==> src/rtl/uart_fifo_mmio.sv <==
// Memory-mapped UART with parameterised RX/TX FIFOs, programmable bit-period
// divisor, sticky error flags and a registered level interrupt.
module uart_fifo_mmio #(
    parameter int DATA_BITS  = 8,
    parameter int FIFO_DEPTH = 16,
    parameter int DIV_RESET  = 868
) (
    input  logic        clk,
    input  logic        rst,
    input  logic [3:0]  addr,
    input  logic [31:0] wdata,
    input  logic        we,
    input  logic        re,
    output logic [31:0] rdata,
    input  logic        rx,
    output logic        tx,
    output logic        irq
);
    localparam int AW = $clog2(FIFO_DEPTH);
    localparam int BW = $clog2(DATA_BITS + 1);
    localparam logic [1:0] REG_DATA   = 2'd0;
    localparam logic [1:0] REG_STATUS = 2'd1;
    localparam logic [1:0] REG_CTRL   = 2'd2;

    typedef enum logic [1:0] {S_IDLE, S_START, S_DATA, S_STOP} uart_state_t;

    // Register decode; the two low address bits are don't-care.
    logic sel_data, sel_status, sel_ctrl;
    assign sel_data   = (addr[3:2] == REG_DATA);
    assign sel_status = (addr[3:2] == REG_STATUS);
    assign sel_ctrl   = (addr[3:2] == REG_CTRL);

    logic [15:0] divisor;
    logic        rx_irq_en, tx_irq_en;
    logic        rx_overrun, frame_err, tx_overflow;

    // ---------------- TX FIFO ----------------
    logic [DATA_BITS-1:0] tx_mem [FIFO_DEPTH];
    logic [AW:0]          tx_wr_ptr, tx_rd_ptr, tx_count;
    logic                 tx_fifo_empty, tx_fifo_full, tx_push, tx_pop, tx_drop;

    assign tx_count      = tx_wr_ptr - tx_rd_ptr;
    assign tx_fifo_empty = (tx_count == '0);
    assign tx_fifo_full  = (tx_count == (AW+1)'(FIFO_DEPTH));
    assign tx_push       = we & sel_data & ~tx_fifo_full;
    assign tx_drop       = we & sel_data & tx_fifo_full;

    // TX FIFO pointer update.
    // NOTE: state registers use non-blocking assignments so every flop samples pre-edge values.
    always_ff @(posedge clk) begin
        if (rst) begin
            tx_wr_ptr <= '0;
            tx_rd_ptr <= '0;
        end else begin
            if (tx_push) tx_wr_ptr <= tx_wr_ptr + 1'b1;
            if (tx_pop)  tx_rd_ptr <= tx_rd_ptr + 1'b1;
        end
    end

    // TX FIFO storage write.
    // NOTE: storage is not reset; which entries are valid is defined by the pointers alone.
    always_ff @(posedge clk) begin
        if (tx_push) tx_mem[tx_wr_ptr[AW-1:0]] <= wdata[DATA_BITS-1:0];
    end

    // ---------------- RX FIFO ----------------
    logic [DATA_BITS-1:0] rx_mem [FIFO_DEPTH];
    logic [AW:0]          rx_wr_ptr, rx_rd_ptr, rx_count;
    logic                 rx_fifo_empty, rx_fifo_full, rx_push, rx_pop, rx_push_req;
    logic [DATA_BITS-1:0] rx_shift;

    assign rx_count      = rx_wr_ptr - rx_rd_ptr;
    assign rx_fifo_empty = (rx_count == '0);
    assign rx_fifo_full  = (rx_count == (AW+1)'(FIFO_DEPTH));
    assign rx_pop        = re & sel_data & ~rx_fifo_empty;
    // A pop in the same cycle frees the slot, so a full FIFO can still accept.
    assign rx_push       = rx_push_req & (~rx_fifo_full | rx_pop);

    // RX FIFO pointer update.
    always_ff @(posedge clk) begin
        if (rst) begin
            rx_wr_ptr <= '0;
            rx_rd_ptr <= '0;
        end else begin
            if (rx_push) rx_wr_ptr <= rx_wr_ptr + 1'b1;
            if (rx_pop)  rx_rd_ptr <= rx_rd_ptr + 1'b1;
        end
    end

    // RX FIFO storage write.
    always_ff @(posedge clk) begin
        if (rx_push) rx_mem[rx_wr_ptr[AW-1:0]] <= rx_shift;
    end

    // ---------------- TX serialiser ----------------
    uart_state_t          tx_state, tx_state_next;
    logic [15:0]          tx_timer, tx_timer_next, tx_div, tx_div_next;
    logic [BW-1:0]        tx_bit, tx_bit_next;
    logic [DATA_BITS-1:0] tx_shift, tx_shift_next;
    logic                 tx_next, tx_bit_end;

    assign tx_bit_end = (tx_timer == tx_div - 16'd1);

    // TX next-state logic: each of START/DATA-bit/STOP lasts tx_div cycles.
    // NOTE: every output gets a default first so no path leaves a latch behind.
    always_comb begin
        tx_state_next = tx_state;
        tx_timer_next = tx_timer + 16'd1;
        tx_div_next   = tx_div;
        tx_bit_next   = tx_bit;
        tx_shift_next = tx_shift;
        tx_pop        = 1'b0;
        case (tx_state)
            S_IDLE: begin
                tx_timer_next = '0;
                if (!tx_fifo_empty) begin
                    tx_pop        = 1'b1;
                    tx_div_next   = divisor;
                    tx_shift_next = tx_mem[tx_rd_ptr[AW-1:0]];
                    tx_state_next = S_START;
                end
            end
            S_START: if (tx_bit_end) begin
                tx_timer_next = '0;
                tx_bit_next   = '0;
                tx_state_next = S_DATA;
            end
            S_DATA: if (tx_bit_end) begin
                tx_timer_next = '0;
                tx_shift_next = tx_shift >> 1;
                if (tx_bit == BW'(DATA_BITS - 1)) tx_state_next = S_STOP;
                else                              tx_bit_next   = tx_bit + 1'b1;
            end
            S_STOP: if (tx_bit_end) begin
                tx_timer_next = '0;
                if (!tx_fifo_empty) begin
                    tx_pop        = 1'b1;
                    tx_div_next   = divisor;
                    tx_shift_next = tx_mem[tx_rd_ptr[AW-1:0]];
                    tx_state_next = S_START;
                end else begin
                    tx_state_next = S_IDLE;
                end
            end
            default: tx_state_next = S_IDLE;
        endcase
        // The pin is registered from the next state so it is glitch-free.
        tx_next = 1'b1;
        if (tx_state_next == S_START)     tx_next = 1'b0;
        else if (tx_state_next == S_DATA) tx_next = tx_shift_next[0];
    end

    // TX state register and registered serial output.
    always_ff @(posedge clk) begin
        if (rst) begin
            tx_state <= S_IDLE;
            tx_timer <= '0;
            tx_div   <= 16'(DIV_RESET);
            tx_bit   <= '0;
            tx_shift <= '0;
            tx       <= 1'b1;
        end else begin
            tx_state <= tx_state_next;
            tx_timer <= tx_timer_next;
            tx_div   <= tx_div_next;
            tx_bit   <= tx_bit_next;
            tx_shift <= tx_shift_next;
            tx       <= tx_next;
        end
    end

    // ---------------- RX deserialiser ----------------
    logic                 rx_meta, rx_sync, rx_prev;
    uart_state_t          rx_state, rx_state_next;
    logic [15:0]          rx_timer, rx_timer_next, rx_div, rx_div_next;
    logic [BW-1:0]        rx_bit, rx_bit_next;
    logic [DATA_BITS-1:0] rx_shift_next;
    logic                 rx_bit_end, frame_err_set;

    // Two-flop synchroniser plus one delayed copy for falling-edge detection.
    always_ff @(posedge clk) begin
        if (rst) begin
            rx_meta <= 1'b1;
            rx_sync <= 1'b1;
            rx_prev <= 1'b1;
        end else begin
            rx_meta <= rx;
            rx_sync <= rx_meta;
            rx_prev <= rx_sync;
        end
    end

    assign rx_bit_end = (rx_timer == rx_div - 16'd1);

    // RX next-state logic: centre-sample each bit; only a fresh falling edge
    // starts a frame, so a line stuck low after a framing error stays ignored.
    always_comb begin
        rx_state_next = rx_state;
        rx_timer_next = rx_timer + 16'd1;
        rx_div_next   = rx_div;
        rx_bit_next   = rx_bit;
        rx_shift_next = rx_shift;
        rx_push_req   = 1'b0;
        frame_err_set = 1'b0;
        case (rx_state)
            S_IDLE: begin
                rx_timer_next = '0;
                if (rx_prev && !rx_sync) begin
                    rx_div_next   = divisor;
                    rx_state_next = S_START;
                end
            end
            S_START: if (rx_timer == (rx_div >> 1) - 16'd1) begin
                rx_timer_next = '0;
                rx_bit_next   = '0;
                rx_state_next = rx_sync ? S_IDLE : S_DATA;
            end
            S_DATA: if (rx_bit_end) begin
                rx_timer_next = '0;
                rx_shift_next = {rx_sync, rx_shift[DATA_BITS-1:1]};
                if (rx_bit == BW'(DATA_BITS - 1)) rx_state_next = S_STOP;
                else                              rx_bit_next   = rx_bit + 1'b1;
            end
            S_STOP: if (rx_bit_end) begin
                rx_timer_next = '0;
                rx_state_next = S_IDLE;
                if (rx_sync) rx_push_req   = 1'b1;
                else         frame_err_set = 1'b1;
            end
            default: rx_state_next = S_IDLE;
        endcase
    end

    // RX state register.
    always_ff @(posedge clk) begin
        if (rst) begin
            rx_state <= S_IDLE;
            rx_timer <= '0;
            rx_div   <= 16'(DIV_RESET);
            rx_bit   <= '0;
            rx_shift <= '0;
        end else begin
            rx_state <= rx_state_next;
            rx_timer <= rx_timer_next;
            rx_div   <= rx_div_next;
            rx_bit   <= rx_bit_next;
            rx_shift <= rx_shift_next;
        end
    end

    // ---------------- Register file ----------------
    logic [31:0] status, read_value;
    logic        tx_busy;

    assign tx_busy = (tx_state != S_IDLE);
    assign status  = {8'd0, 8'(tx_count), 8'(rx_count),
                      tx_overflow, tx_busy, frame_err, rx_overrun,
                      tx_fifo_empty, tx_fifo_full, rx_fifo_full, ~rx_fifo_empty};

    // Read multiplexer; an empty RX FIFO reads as zero.
    always_comb begin
        read_value = '0;
        case (addr[3:2])
            REG_DATA:   if (!rx_fifo_empty) read_value = 32'(rx_mem[rx_rd_ptr[AW-1:0]]);
            REG_STATUS: read_value = status;
            REG_CTRL:   read_value = {14'd0, tx_irq_en, rx_irq_en, divisor};
            default:    read_value = '0;
        endcase
    end

    // CTRL writes, sticky flags (a new event wins over a W1C in the same cycle),
    // registered read data and registered interrupt.
    always_ff @(posedge clk) begin
        if (rst) begin
            divisor     <= 16'(DIV_RESET);
            rx_irq_en   <= 1'b0;
            tx_irq_en   <= 1'b0;
            rx_overrun  <= 1'b0;
            frame_err   <= 1'b0;
            tx_overflow <= 1'b0;
            rdata       <= '0;
            irq         <= 1'b0;
        end else begin
            if (we && sel_ctrl) begin
                divisor   <= (wdata[15:0] < 16'd4) ? 16'd4 : wdata[15:0];
                rx_irq_en <= wdata[16];
                tx_irq_en <= wdata[17];
            end
            if (rx_push_req && rx_fifo_full && !rx_pop) rx_overrun  <= 1'b1;
            else if (we && sel_status && wdata[4])      rx_overrun  <= 1'b0;
            if (frame_err_set)                          frame_err   <= 1'b1;
            else if (we && sel_status && wdata[5])      frame_err   <= 1'b0;
            if (tx_drop)                                tx_overflow <= 1'b1;
            else if (we && sel_status && wdata[7])      tx_overflow <= 1'b0;
            if (re) rdata <= read_value;
            irq <= (rx_irq_en & ~rx_fifo_empty) | (tx_irq_en & tx_fifo_empty)
                 | rx_overrun | frame_err;
        end
    end

    logic unused_bits;
    assign unused_bits = ^{wdata[31:18], addr[1:0]};

endmodule

==> config.mk <==
export PLATFORM = sky130hd
export DESIGN_NAME = uart_fifo_mmio
export DESIGN_NICKNAME = d
export VERILOG_FILES = /design/src/rtl/uart_fifo_mmio.sv
export SDC_FILE = /design/constraint.sdc
export NUM_CORES = 1
export LEC_CHECK = 0
export CAP_MARGIN = 20
export CORE_MARGIN = 2
export CORE_UTILIZATION = 65
export CTS_CLUSTER_SIZE = 12
export DETAILED_ROUTE_END_ITERATION = 12
export PLACE_DENSITY = 0.84
export SLEW_MARGIN = 15
export SYNTH_ARGS = -nofsm -noshare
export SYNTH_HDL_FRONTEND = slang
export SYNTH_SLANG_ARGS = --single-unit
==> constraint.sdc <==
create_clock -name clk -period 9.1 [get_ports clk]
set_input_delay 0.91 -clock clk [delete_from_list [all_inputs] [get_ports clk]]
set_output_delay 0.91 -clock clk [all_outputs]
set_load 0.02 [all_outputs]
==> reports/metrics.csv <==
metric,value,unit
reg2reg setup slack,4.75,ns
"area leader, netlist",edfxtp_1,
initial core utilization,0.6609,
min cycle time layout,4.353,ns
via count,12622,
# hold bufs at CTS,0,
TNS Setup,0,ns
final hold viol count,0,
worst r2r dst,rx_mem[13][7],
most common cell in the netlist,edfxtp_1,
Max rail drop VDD,148.8,µV
Die X,175.1,µm
Final setup viols,0,
clock buffer depth,3,
drt first pass iters,5,
DP HPWL,28.35,mm
GRT Util Overall,0.2903,
clk root buf,clkbuf_16,
Synth top area share,0.4042,
synthesized flop and latch total,423,
Worst-Margin Slew,1.080,ns
Leakage,6.822,nW
Cell variety after synth,85,
maxcap violations,0,
Util after Layout,0.7312,
total power,4.449,mW
layout cells sized above 1,0.1310,
Worst Path Max Fanout,11,
Hold Crit Class,flip-flop to flip-flop,
Post-synth EDFFs,256,
Relative slew margins,0.2802,
Final Wtd Congestion,0.8809,
crit path DAT,4.53,ns
post-CTS sizing,0,
final WL,43.56,mm
max-slew violations,0,
Clock Latency Late Sink,0.56,ns
Hold Path End,rx_sync,
Worst-path clk slew,0.06,ns
Cells on Worst Hold Path,1,
most instantiated cells after synthesis,"edfxtp_1, dfxtp_1, nor2_1, nand2_1, a21oi_1",
syn avg cell area,12.51,µm²
Yosys warnings,0,
TritonCTS Buffers,43,
synth top area cells,"edfxtp_1, dfxtp_1, mux4_2",
required time worst endpoint,9.27,ns
DIE HEIGHT,175.1,µm
Fillers,1790,
Max Clk Rate,229.7,MHz
sequential area share after synthesis,0.5799,
DRT antenna net count,0,
final net count,1613,
"Period Utilization, post-route",0.4784,
Die ar.,30650,µm²
unrepaired setup endpoints after global routing,no,
CTS HTree Levels,2,
via/cell ratio,6.450,
Synth Instances,1521,
status,"finished, final reports clean",
"Top FF cell, synth",edfxtp_1,
total gr overflow,0,
CP endpoint kind,flip-flop,
Cell Rows,62,
Final Skew,0.01987,ns
initial antenna violation count,1,
CP startpoint kind,flip-flop,
CTS Sinks,423,
pwr/cell area,211.4,nW/µm²
vias in the first global route,12407,
HP Start,rx_meta,
CTS tree,built,
"Async S/R FF share, synth",0,
iteration-0 DRC count of the detailed router,1588,
synthesized cell area,19020,µm²
DRC viols,0,
worst r2r src,rx_div[3],
port bufs,47,
Synth-to-Final Area Change,10.64,%
Core Area,28780,µm²
I/O pins,75,
Setup Buffers After CTS,0,
first-pass GRT wire length,69.27,mm
FF-to-FF path depth,8,
Crit Path Class,flip-flop to flip-flop,
Avg WL per Cell,22.26,µm
largest net degree at the start of global routing,101,
-- flip-flops by register name (all words and copies together) (netlist names), 2 cells and up, named ones only --
signal	count
rx_bit	4
tx_shift	8
rx_mem	128
rx_wr_ptr	5
divisor	16
tx_wr_ptr	5
rx_shift	8
tx_mem	128
tx_rd_ptr	5
rx_timer	16
rdata	21
tx_div	16
tx_timer	16
tx_bit	4
tx_state	2
rx_rd_ptr	5
rx_div	16
-- layer usage --
metal | vias up | global-route usage | wire length (µm)
met5 | - | 0 | 0
met4 | 0 | 0.1052 | 1418
met3 | 96 | 0.04939 | 3595
met2 | 641 | 0.4816 | 21240
met1 | 6194 | 0.3898 | 17310
li1 | 5691 | - | -
-- worst max-delay path by stage --
stage                       startpoint             to  slack (ns)  cells after the start
after floorplan              rx_div[1]   rx_mem[0][0]        5.45                     11
after global placement         addr[3]   tx_mem[1][1]        4.68                      5
after detailed placement       addr[3]   tx_mem[3][1]        4.49                      5
after CTS                 tx_wr_ptr[0]   tx_mem[3][1]        4.49                     10
after global routing      tx_wr_ptr[0]   tx_mem[7][3]        4.46                     10
final                        rx_div[3]  rx_mem[13][7]        4.75                      8
-- report_power, final --
| group | total [mW] | internal [mW] | switching, mW |
|---|---|---|---|
| Clock | 1.66 | 0.939 | 0.718 |
| Sequential | 2.12 | 2.07 | 0.0500 |
| Combinational | 0.675 | 0.294 | 0.381 |
| Total | 4.45 | 3.30 | 1.15 |
-- per-stage QoR --
stage               cell area, µm²  setup slack [ns]  hold slack [ns]  cells
global route                 21040             4.463           0.4230   1956
detailed placement           19690             4.493           0.4023   1878
floorplan                    19060             5.454           0.3895   1531
finish                       21040             4.747           0.4131   1957
global placement             19690             4.680           0.3959   1877
CTS                          21030             4.488           0.4158   1955
-- critical path: stages, from the launching register on --
cell,delay [ns]
dfxtp_1,0.43
or4_1,0.78
nor3_1,0.40
a221oi_1,0.13
o21ai_0,0.41
o2111ai_1,0.31
nor4b_4,0.55
nand2_1,0.29
nor2_1,0.67
-- placed cells by master, fill, tap and decap left out, types with 15 or more instances in the layout --
cell / n
edfxtp_1: 256
dfxtp_1: 164
nor2_1: 137
nand2_1: 117
a21oi_1: 83
mux4_2: 80
xnor2_1: 57
nand3_1: 57
clkdlybuf4s50_1: 46
clkbuf_16: 44
xor2_1: 40
nor3_1: 38
inv_1: 34
ha_1: 30
mux2i_1: 27
clkbuf_1: 22
o21ai_0: 20
nand2b_1: 20
buf_4: 20
a211oi_1: 18
nand4_1: 16
and3_1: 15
-- cell type report --
class	instances	area [µm²]	area share
antenna	1	2.502	0.0001189
clock buffer	70	1239	0.05886
clock inverter	7	96.34	0.004578
inverter	35	131.4	0.006243
multi-input combinational	969	7440	0.3535
sequential	423	11030	0.5243
tap	384	480.5	0.02283
timing repair buffer	68	620.6	0.02949
-- cells by family after synthesis --
| family | synth area share |
|---|---|
| AOI/OAI and AO/OA | 0.07854 |
| xor gates and xnor gates | 0.04467 |
| adders and majority gates | 0.02184 |
| buffers and inverters | 0.03171 |
| DFF | 0.5799 |
| muxes | 0.1131 |
| other | 0.0001972 |
| and+or+nand+nor | 0.1301 |
No activity file was read; power rests on OpenSTA's default activity.
